### src/rtl/nn_ctrl_pkg.sv
// Shared control definitions for the neural-network layer sequencer:
// state encoding and a counter-width helper.
package nn_ctrl_pkg;

  localparam logic [2:0] ST_IDLE     = 3'd0;
  localparam logic [2:0] ST_CLEAR    = 3'd1;
  localparam logic [2:0] ST_ACCUM    = 3'd2;
  localparam logic [2:0] ST_DRAIN    = 3'd3;
  localparam logic [2:0] ST_ACTIVATE = 3'd4;
  localparam logic [2:0] ST_WRITE    = 3'd5;
  localparam logic [2:0] ST_DONE     = 3'd6;

  typedef enum logic [2:0] {
    IDLE     = ST_IDLE,
    CLEAR    = ST_CLEAR,
    ACCUM    = ST_ACCUM,
    DRAIN    = ST_DRAIN,
    ACTIVATE = ST_ACTIVATE,
    WRITE    = ST_WRITE,
    DONE     = ST_DONE
  } state_t;

  function automatic int clog2(input int n);
    int r;
    r = 0;
    while ((1 << r) < n) r = r + 1;
    return r;
  endfunction

  // A counter that must hold values 0..n-1 still needs at least one bit.
  function automatic int cnt_w(input int n);
    return (clog2(n) < 1) ? 1 : clog2(n);
  endfunction

endpackage

### src/rtl/layer_sequencer_delay_line.sv
// Single-bit delay line of parameterised depth with synchronous flush;
// depth 0 is a combinational pass-through.
module delay_line #(
  parameter int DEPTH = 1
) (
  input  logic clk,
  input  logic rst,
  input  logic flush,
  input  logic din,
  output logic dout
);

  generate
    if (DEPTH == 0) begin : g_pass
      logic unused_ctl;
      assign unused_ctl = clk ^ rst ^ flush;
      assign dout = din;
    end else begin : g_shift
      logic [DEPTH-1:0] tap_p;

      always_ff @(posedge clk or posedge rst) begin
        if (rst) begin
          tap_p <= '0;
        end else if (flush) begin
          tap_p <= '0;
        end else begin
          tap_p <= DEPTH'({tap_p, din});
        end
      end

      assign dout = tap_p[DEPTH-1];
    end
  endgenerate

endmodule

### src/rtl/layer_sequencer.sv
// Per-layer schedule for the shared MAC/ALU: clear, stream weights/inputs,
// drain the pipeline, activate, then hand the result downstream.
module layer_sequencer
  import nn_ctrl_pkg::*;
#(
  parameter int N_INPUTS     = 4,
  parameter int N_NEURONS    = 3,
  parameter int ADDR_W       = 8,
  parameter int RD_LAT       = 1,
  parameter int DRAIN_CYCLES = 2
) (
  input  logic              clk,
  input  logic              reset,
  input  logic              start,
  input  logic              forget,
  input  logic              out_ready,
  output logic              busy,
  output logic              done,
  output logic              rd_en,
  output logic [ADDR_W-1:0] rd_addr,
  output logic              alu_rst,
  output logic              alu_en,
  output logic              act_en,
  output logic              out_valid,
  output logic [ADDR_W-1:0] neuron_idx
);

  localparam int IW = cnt_w(N_INPUTS);
  localparam int DW = cnt_w(DRAIN_CYCLES);
  localparam logic [IW-1:0]     LAST_IN     = IW'(N_INPUTS - 1);
  localparam logic [DW-1:0]     LAST_DRAIN  = DW'(DRAIN_CYCLES - 1);
  localparam logic [ADDR_W-1:0] LAST_NEURON = ADDR_W'(N_NEURONS - 1);
  localparam logic [ADDR_W-1:0] N_IN_A      = ADDR_W'(N_INPUTS);

  state_t            state;
  logic [IW-1:0]     input_idx;
  logic [DW-1:0]     drain_cnt;
  logic [ADDR_W-1:0] neuron_q;
  logic              forget_ok;

  // Restarting a neuron is only meaningful once its reads have begun and
  // before the result has been offered downstream.
  assign forget_ok = forget && (state == ACCUM || state == DRAIN || state == ACTIVATE);

  always_ff @(posedge clk or posedge reset) begin
    if (reset) begin
      state     <= IDLE;
      input_idx <= '0;
      drain_cnt <= '0;
      neuron_q  <= '0;
    end else if (forget_ok) begin
      state     <= CLEAR;
      input_idx <= '0;
      drain_cnt <= '0;
    end else begin
      case (state)
        IDLE: begin
          if (start) begin
            state    <= CLEAR;
            neuron_q <= '0;
          end
        end
        CLEAR: begin
          input_idx <= '0;
          state     <= ACCUM;
        end
        ACCUM: begin
          if (input_idx == LAST_IN) state <= DRAIN;
          else input_idx <= input_idx + 1'b1;
        end
        DRAIN: begin
          if (drain_cnt == LAST_DRAIN) begin
            drain_cnt <= '0;
            state     <= ACTIVATE;
          end else begin
            drain_cnt <= drain_cnt + 1'b1;
          end
        end
        ACTIVATE: state <= WRITE;
        WRITE: begin
          if (out_ready) begin
            if (neuron_q == LAST_NEURON) begin
              state <= DONE;
            end else begin
              neuron_q <= neuron_q + 1'b1;
              state    <= CLEAR;
            end
          end
        end
        DONE:    state <= IDLE;
        default: state <= IDLE;
      endcase
    end
  end

  assign busy       = (state != IDLE);
  assign done       = (state == DONE);
  assign rd_en      = (state == ACCUM);
  assign alu_rst    = (state == CLEAR);
  assign act_en     = (state == ACTIVATE);
  assign out_valid  = (state == WRITE);
  assign neuron_idx = neuron_q;
  assign rd_addr    = rd_en ? (neuron_q * N_IN_A + ADDR_W'(input_idx)) : '0;

  // Read data returns RD_LAT cycles after rd_en; a forget must also kill
  // accumulates for reads already in flight.
  delay_line #(
    .DEPTH(RD_LAT)
  ) u_alu_en_dly (
    .clk  (clk),
    .rst  (reset),
    .flush(forget_ok),
    .din  (rd_en),
    .dout (alu_en)
  );

endmodule

### config.mk
export PLATFORM = sky130hd
export DESIGN_NAME = layer_sequencer
export DESIGN_NICKNAME = d
export VERILOG_FILES = /design/src/rtl/nn_ctrl_pkg.sv /design/src/rtl/layer_sequencer_delay_line.sv /design/src/rtl/layer_sequencer.sv
export SDC_FILE = /design/constraint.sdc
export NUM_CORES = 1
export LEC_CHECK = 0
export CAP_MARGIN = 30
export CELL_PAD_IN_SITES_DETAIL_PLACEMENT = 0
export CELL_PAD_IN_SITES_GLOBAL_PLACEMENT = 1
export CORE_MARGIN = 2
export CORE_UTILIZATION = 38
export DETAILED_ROUTE_END_ITERATION = 10
export PLACE_DENSITY = 0.93
export RECOVER_POWER = 100
export SYNTH_ARGS = -nofsm -noshare
export SYNTH_HDL_FRONTEND = slang
export SYNTH_SLANG_ARGS = --single-unit
### constraint.sdc
create_clock -name clk -period 3.6 [get_ports clk]
set_clock_uncertainty 0.15 [all_clocks]
set_input_delay 0.36 -clock clk [delete_from_list [all_inputs] [get_ports clk]]
set_output_delay 0.36 -clock clk [all_outputs]
set_load 0.01 [all_outputs]
Word-level counts from Yosys, hierarchy flattened. Cells that the tools add are included.

Add/subtract/negate cells: 4. Eq/ne operators: 16. Muxes and demuxes: 19. Bitwise gates (word level): 1. Reduce and logical (&&, ||, !) cells: 11.

Operators with widths (number): 2-to-1 mux 8 bit (4); 2-to-1 mux 3 bit (6); one-hot mux 3 bit (6 select lines) (1); one-hot mux 8 bit (2 select lines) (1); == test 3 bit (second input constant) (3); != test 3 bit (second input constant) (3); adder 8 x 1 -> 8 bit (second input constant) (1); adder 8 x 2 -> 8 bit (1); == test 8 x 2 -> 1 bit (second input constant) (1); == test 3 x 2 -> 1 bit (second input constant) (2); != test 2 bit (second input constant) (3); nonzero test 3 bit (2); AND reduction 5 bit (1); 2-to-1 mux 1 bit (4); 2-to-1 mux 2 bit (2); one-hot mux 2 bit (2 select lines) (1); AND reduction 4 bit (1); nonzero test 2 bit (2); == test 3 x 1 -> 1 bit (second input constant) (1); zero test 3 bit (1); != test 3 x 1 -> 1 bit (second input constant) (1); != test 3 x 2 -> 1 bit (second input constant) (1); adder 2 x 1 -> 2 bit (second input constant) (1); == test 2 bit (second input constant) (1); other kinds (5) (6).

Register bits after elaboration: 15. Input bits: 5. Word-level logic and storage cells: 56.

Depth between registers and ports, before layout.
Depth in word-level cells: 6. Gate-level depth with buffers: 6. Mapped depth without buffers: 6.

By module. From an unflattened synthesis, not the netlist that was laid out.

Cells, all modules: 125. Area, all modules: 1051.0 um^2.

Modules (own cells, without submodules): layer_sequencer (times used 1, cells an instance 122, area each 1008.5 um^2, seq. area each 350.3 um^2); delay_line (times used 1, cells an instance 3, area each 42.5 um^2, seq. area each 25.0 um^2).

Worst setup path after synthesis. No wires, ideal clock.

Path kind: register -> register. From: register neuron_q[0], in the netlist neuron_idx[0]. To: register neuron_q[7], in the netlist neuron_idx[7]. Arrival: 1450 ps. Slack: 1874 ps. Cell stages (with the launch flop): 7. Path buffers: 0. Cells stage by stage: dfrtp_1 inv_1 ha_1 nor4b_4 a21oi_2 a21oi_1 a221o_1.

Cells in the longest elaborated chain, start to end: 4. Elaborated cells on any way between the ends: 7.

RTL lines: start, declared (line layer_sequencer.sv:38) `logic [ADDR_W-1:0] neuron_q;`; start signal, assigned (line layer_sequencer.sv:85) `neuron_q <= neuron_q + 1'b1;`; adder 8 x 1 -> 8 bit (line layer_sequencer.sv:85); 2-to-1 mux 8 bit (line layer_sequencer.sv:82) `if (neuron_q == LAST_NEURON) begin`; 2-to-1 mux 8 bit (line layer_sequencer.sv:81) `if (out_ready) begin`; one-hot mux 8 bit (2 select lines) (line layer_sequencer.sv:56) `case (state)`.

Several ways; a longest one is shown, not always the timed one. The select of a mux whose other input is x is not followed. A chain may end at the register's enable or synchronous reset.

Final worst setup path.
From: register state[2]. To: output rd_addr[0].

Cells in the longest elaborated chain, start to end: 2.

RTL lines: start, declared (line layer_sequencer.sv:35) `state_t state;`; start signal, assigned (line layer_sequencer.sv:47) `state <= IDLE;`; start signal, assigned (line layer_sequencer.sv:52) `state <= CLEAR;`; start signal, assigned (line layer_sequencer.sv:59) `state <= CLEAR;`; == test 3 x 2 -> 1 bit (line layer_sequencer.sv:98) `assign rd_en = (state == ACCUM);`; 2-to-1 mux 8 bit (line layer_sequencer.sv:103) `assign rd_addr = rd_en ? (neuron_q * N_IN_A + ADDR_W'(input_idx)) : '0;`; end, declared (line layer_sequencer.sv:20) `output logic [ADDR_W-1:0] rd_addr,`.

Every way passes these cells.

==> impl_metrics.py <==
metrics = {
    "power_and_ir_drop": {
        "power.internal_mw": 0.4194,
        "pwr-share-comb_pct": 47.7,
        "power.density_nw_per_um2": 562.9,
        "sw_frac_of_total_pct": 45.37,
        "seqPwrFrac_pct": 39.2,
        "clockPowerShare_pct": 13.1,
        "p_leak_nw": 0.6698,
        "peakVddDrop_uv": 289.8,
        "p_sw_mw": 0.3483,
    },
    "grt": {
        "grt_pass1_wl_um": 4871,
        "track_usage_pct": 18.21,
        "antenna_found_initial": 0,
        "grt_overflow": 0,
        "grt_max_degree": 29,
        "grt_pass1_vias": 1062,
    },
    "cts": {
        "numCtsBuffers": 3,
        "cts.htree.levels": 1,
        "clock_sinks": 15,
        "clockRootBuffer": "clkbuf_4",
        "cts.clk_slew.worst_paths_ns": 0.10,
        "tritoncts": "built",
        "insertion_delay_ns": 0.28,
        "holdBufCountCts": 0,
        "post_cts_buffers": 0,
        "cts_resized": 0,
        "cts_max_path_buffers": 2,
    },
    "detailed_routing": {
        "routedWlPerCell_um": 15.08,
        "ant_nets": 0,
        "vias": 1086,
        "wirelength_um": 2759,
        "drc": 0,
        "viasPerCell": 5.934,
        "drtIter0Drc": 38,
        "drt_pre_antenna_iters": 4,
    },
    "sta": {
        "max_slew_margin_pct": 50.72,
        "rsz0062_at_grt": "false",
        "finalHoldViolations": 0,
        "period_share_pct": 76.06,
        "slew_viol_final": 0,
        "fmax_mhz": 365.2,
        "layout_min_cycle_time_ns": 2.738,
        "final.setup.tns_ns": 0,
        "setup_violations": 0,
        "worstMarginPinSlew_ns": 0.7391,
    },
    "yosys": {
        "ys_async_sr_fraction_pct": 100.0,
        "ys_ff_latch": 15,
        "syn_nets": 140,
        "synth_edf_count": 0,
        "synthFlopType": "dfrtp_1",
        "yosys_warnings": 0,
        "syn-cell-area_sq_um": 1100,
        "syn_inst": 132,
        "ys_seq_area_share_pct": 34.13,
        "yosysUniqueCellTypes": 44,
        "syn_avg_cell_area_sq_um": 8.332,
    },
    "floorplanning": {
        "rows": 19,
        "die_w_um": 57.80,
        "ios": 28,
        "start_util_pct": 39.88,
        "dieHeight_um": 57.80,
        "coreArea_sq_um": 2758,
        "fp.dieArea_sq_um": 3340,
    },
    "worst_setup_path": {
        "worstPathArrival_ns": 2.23,
        "timing.rr.start": "state[1]",
        "rrSetupSlack_ns": 1.37,
        "end_kind": "primary output",
        "reg2reg_depth": 4,
        "cp_data_required_time_ns": 3.09,
        "rr_endpoint": "neuron_idx[7]",
        "crit_type": "flip-flop to primary output",
        "setup.worst_path.start_class": "flip-flop",
        "crit_path_max_fanout": 17,
    },
    "placed_design": {
        "place.gp.congestion": 0.8585,
        "io_buffers": 27,
        "hpwl_um": 2013,
    },
    "finish": {
        "fin_util_pct": 49.46,
        "nets": 161,
        "drive_gt1_share_pct": 3.947,
        "layout_commonest_cell": "dlygate4sd3_1",
        "num_antenna_cells": 0,
        "final_cell_mix": "23 x dlygate4sd3_1, 15 x dfrtp_1, 11 x nand2_1",
        "syn2layout_area_growth_pct": 24.00,
    },
    "flow_run": {
        "max_cap_violations": 0,
    },
    "hold_path": {
        "hp-class": "input pin to async pin",
    },
    "run_status": {
        "status": "finished, final reports clean",
    },
}
-- Yosys cell counts (2+ instances only) --
library cell  count  area, sq um
nor2_1           10        37.54
nand2b_1          2        12.51
a31oi_1           4        25.02
nor3_1            7        35.03
inv_1             8        30.03
and3_1            8        50.05
a221o_1           2        20.02
dfrtp_1          15        375.4
a21oi_1           9        45.04
buf_2             5        25.02
nor2b_1           2        12.51
nand2_1          11        41.29
a21o_1            3        22.52
ha_1              3        37.54
and2_1            2        12.51
o21ai_0           7        35.03
nand3_1           4        20.02
clkbuf_1          4        15.01
-- stage by stage --
step	total power, mW	cell area [sq um]	hold WS [ns]	setup slack (ns)	cells
after CTS	0.7965	1376	0.3228	0.9196	183
final	0.7677	1364	0.4303	0.8618	183
after detailed placement	0.6942	1350	0.4181	1.243	179
after global placement	0.6777	1350	0.3911	1.315	179
after floorplan	0.5776	1100	0.1115	1.874	132
after global routing	0.8426	1364	0.4714	0.6844	183
-- kinds of logic (layout without fill, tap and decap cells) --
kind of cell | after synthesis | count (layout) | synth area share, %
AO/OA/AOI/OAI | 40 | 40 | 26.05
buffers and inverters | 19 | 39 | 8.077
adder cells (fa/ha/maj) | 3 | 3 | 3.413
AND/OR/NAND/NOR | 55 | 55 | 28.33
flip-flops | 15 | 15 | 34.13
-- worst max path at each step --
stage | to | from | slack, ns
2_1_floorplan | neuron_idx[7] | neuron_idx[0] | 1.87
3_3_place_gp | rd_addr[0] | state[2] | 1.31
3_5_place_dp | rd_addr[1] | state[2] | 1.24
4_1_cts | rd_addr[1] | state[2] | 0.92
5_1_grt | rd_addr[4] | state[2] | 0.68
6_report | rd_addr[0] | state[2] | 0.86
-- state kept, by name, summed over array words and instances (netlist names) --
signal             cells
input_idx              2
state                  3
u_alu_en_dly.dout      1
drain_cnt              1
neuron_idx             8
-- power groups by stage --
stage / registers (mW) / logic [mW] / clock network [mW]
floorplan: 0.236 / 0.342 / 0
global placement: 0.297 / 0.380 / 0
detailed placement: 0.303 / 0.391 / 0
CTS: 0.300 / 0.393 / 0.103
global route: 0.314 / 0.416 / 0.112
finish: 0.301 / 0.366 / 0.100
-- area by class of cell --
class                      instances  area, sq um
timing repair buffer              27        270.3
clock buffer                       4        26.28
inverter                           8        30.03
fill                             274         1394
multi-input combinational         98        623.1
sequential                        15        375.4
tap                               31        38.79
-- critical path: stages, from the launching register on --
cell and delay [ns]:
dfrtp_1 0.57, nor2_1 0.52, and3_1 0.25, dlygate4sd3_1 0.61
-- metal layers --
metal	track usage, %	routed length [um]	part of all wire [%]	vias to the layer above
li1	-	-	-	522
met5	0	0	0	-
met3	3.571	136	4.9	2
met4	4.983	17	0.62	0
met2	29.71	1342	49	34
met1	24.72	1264	46	528
No activity file was read; power rests on OpenSTA's default activity.
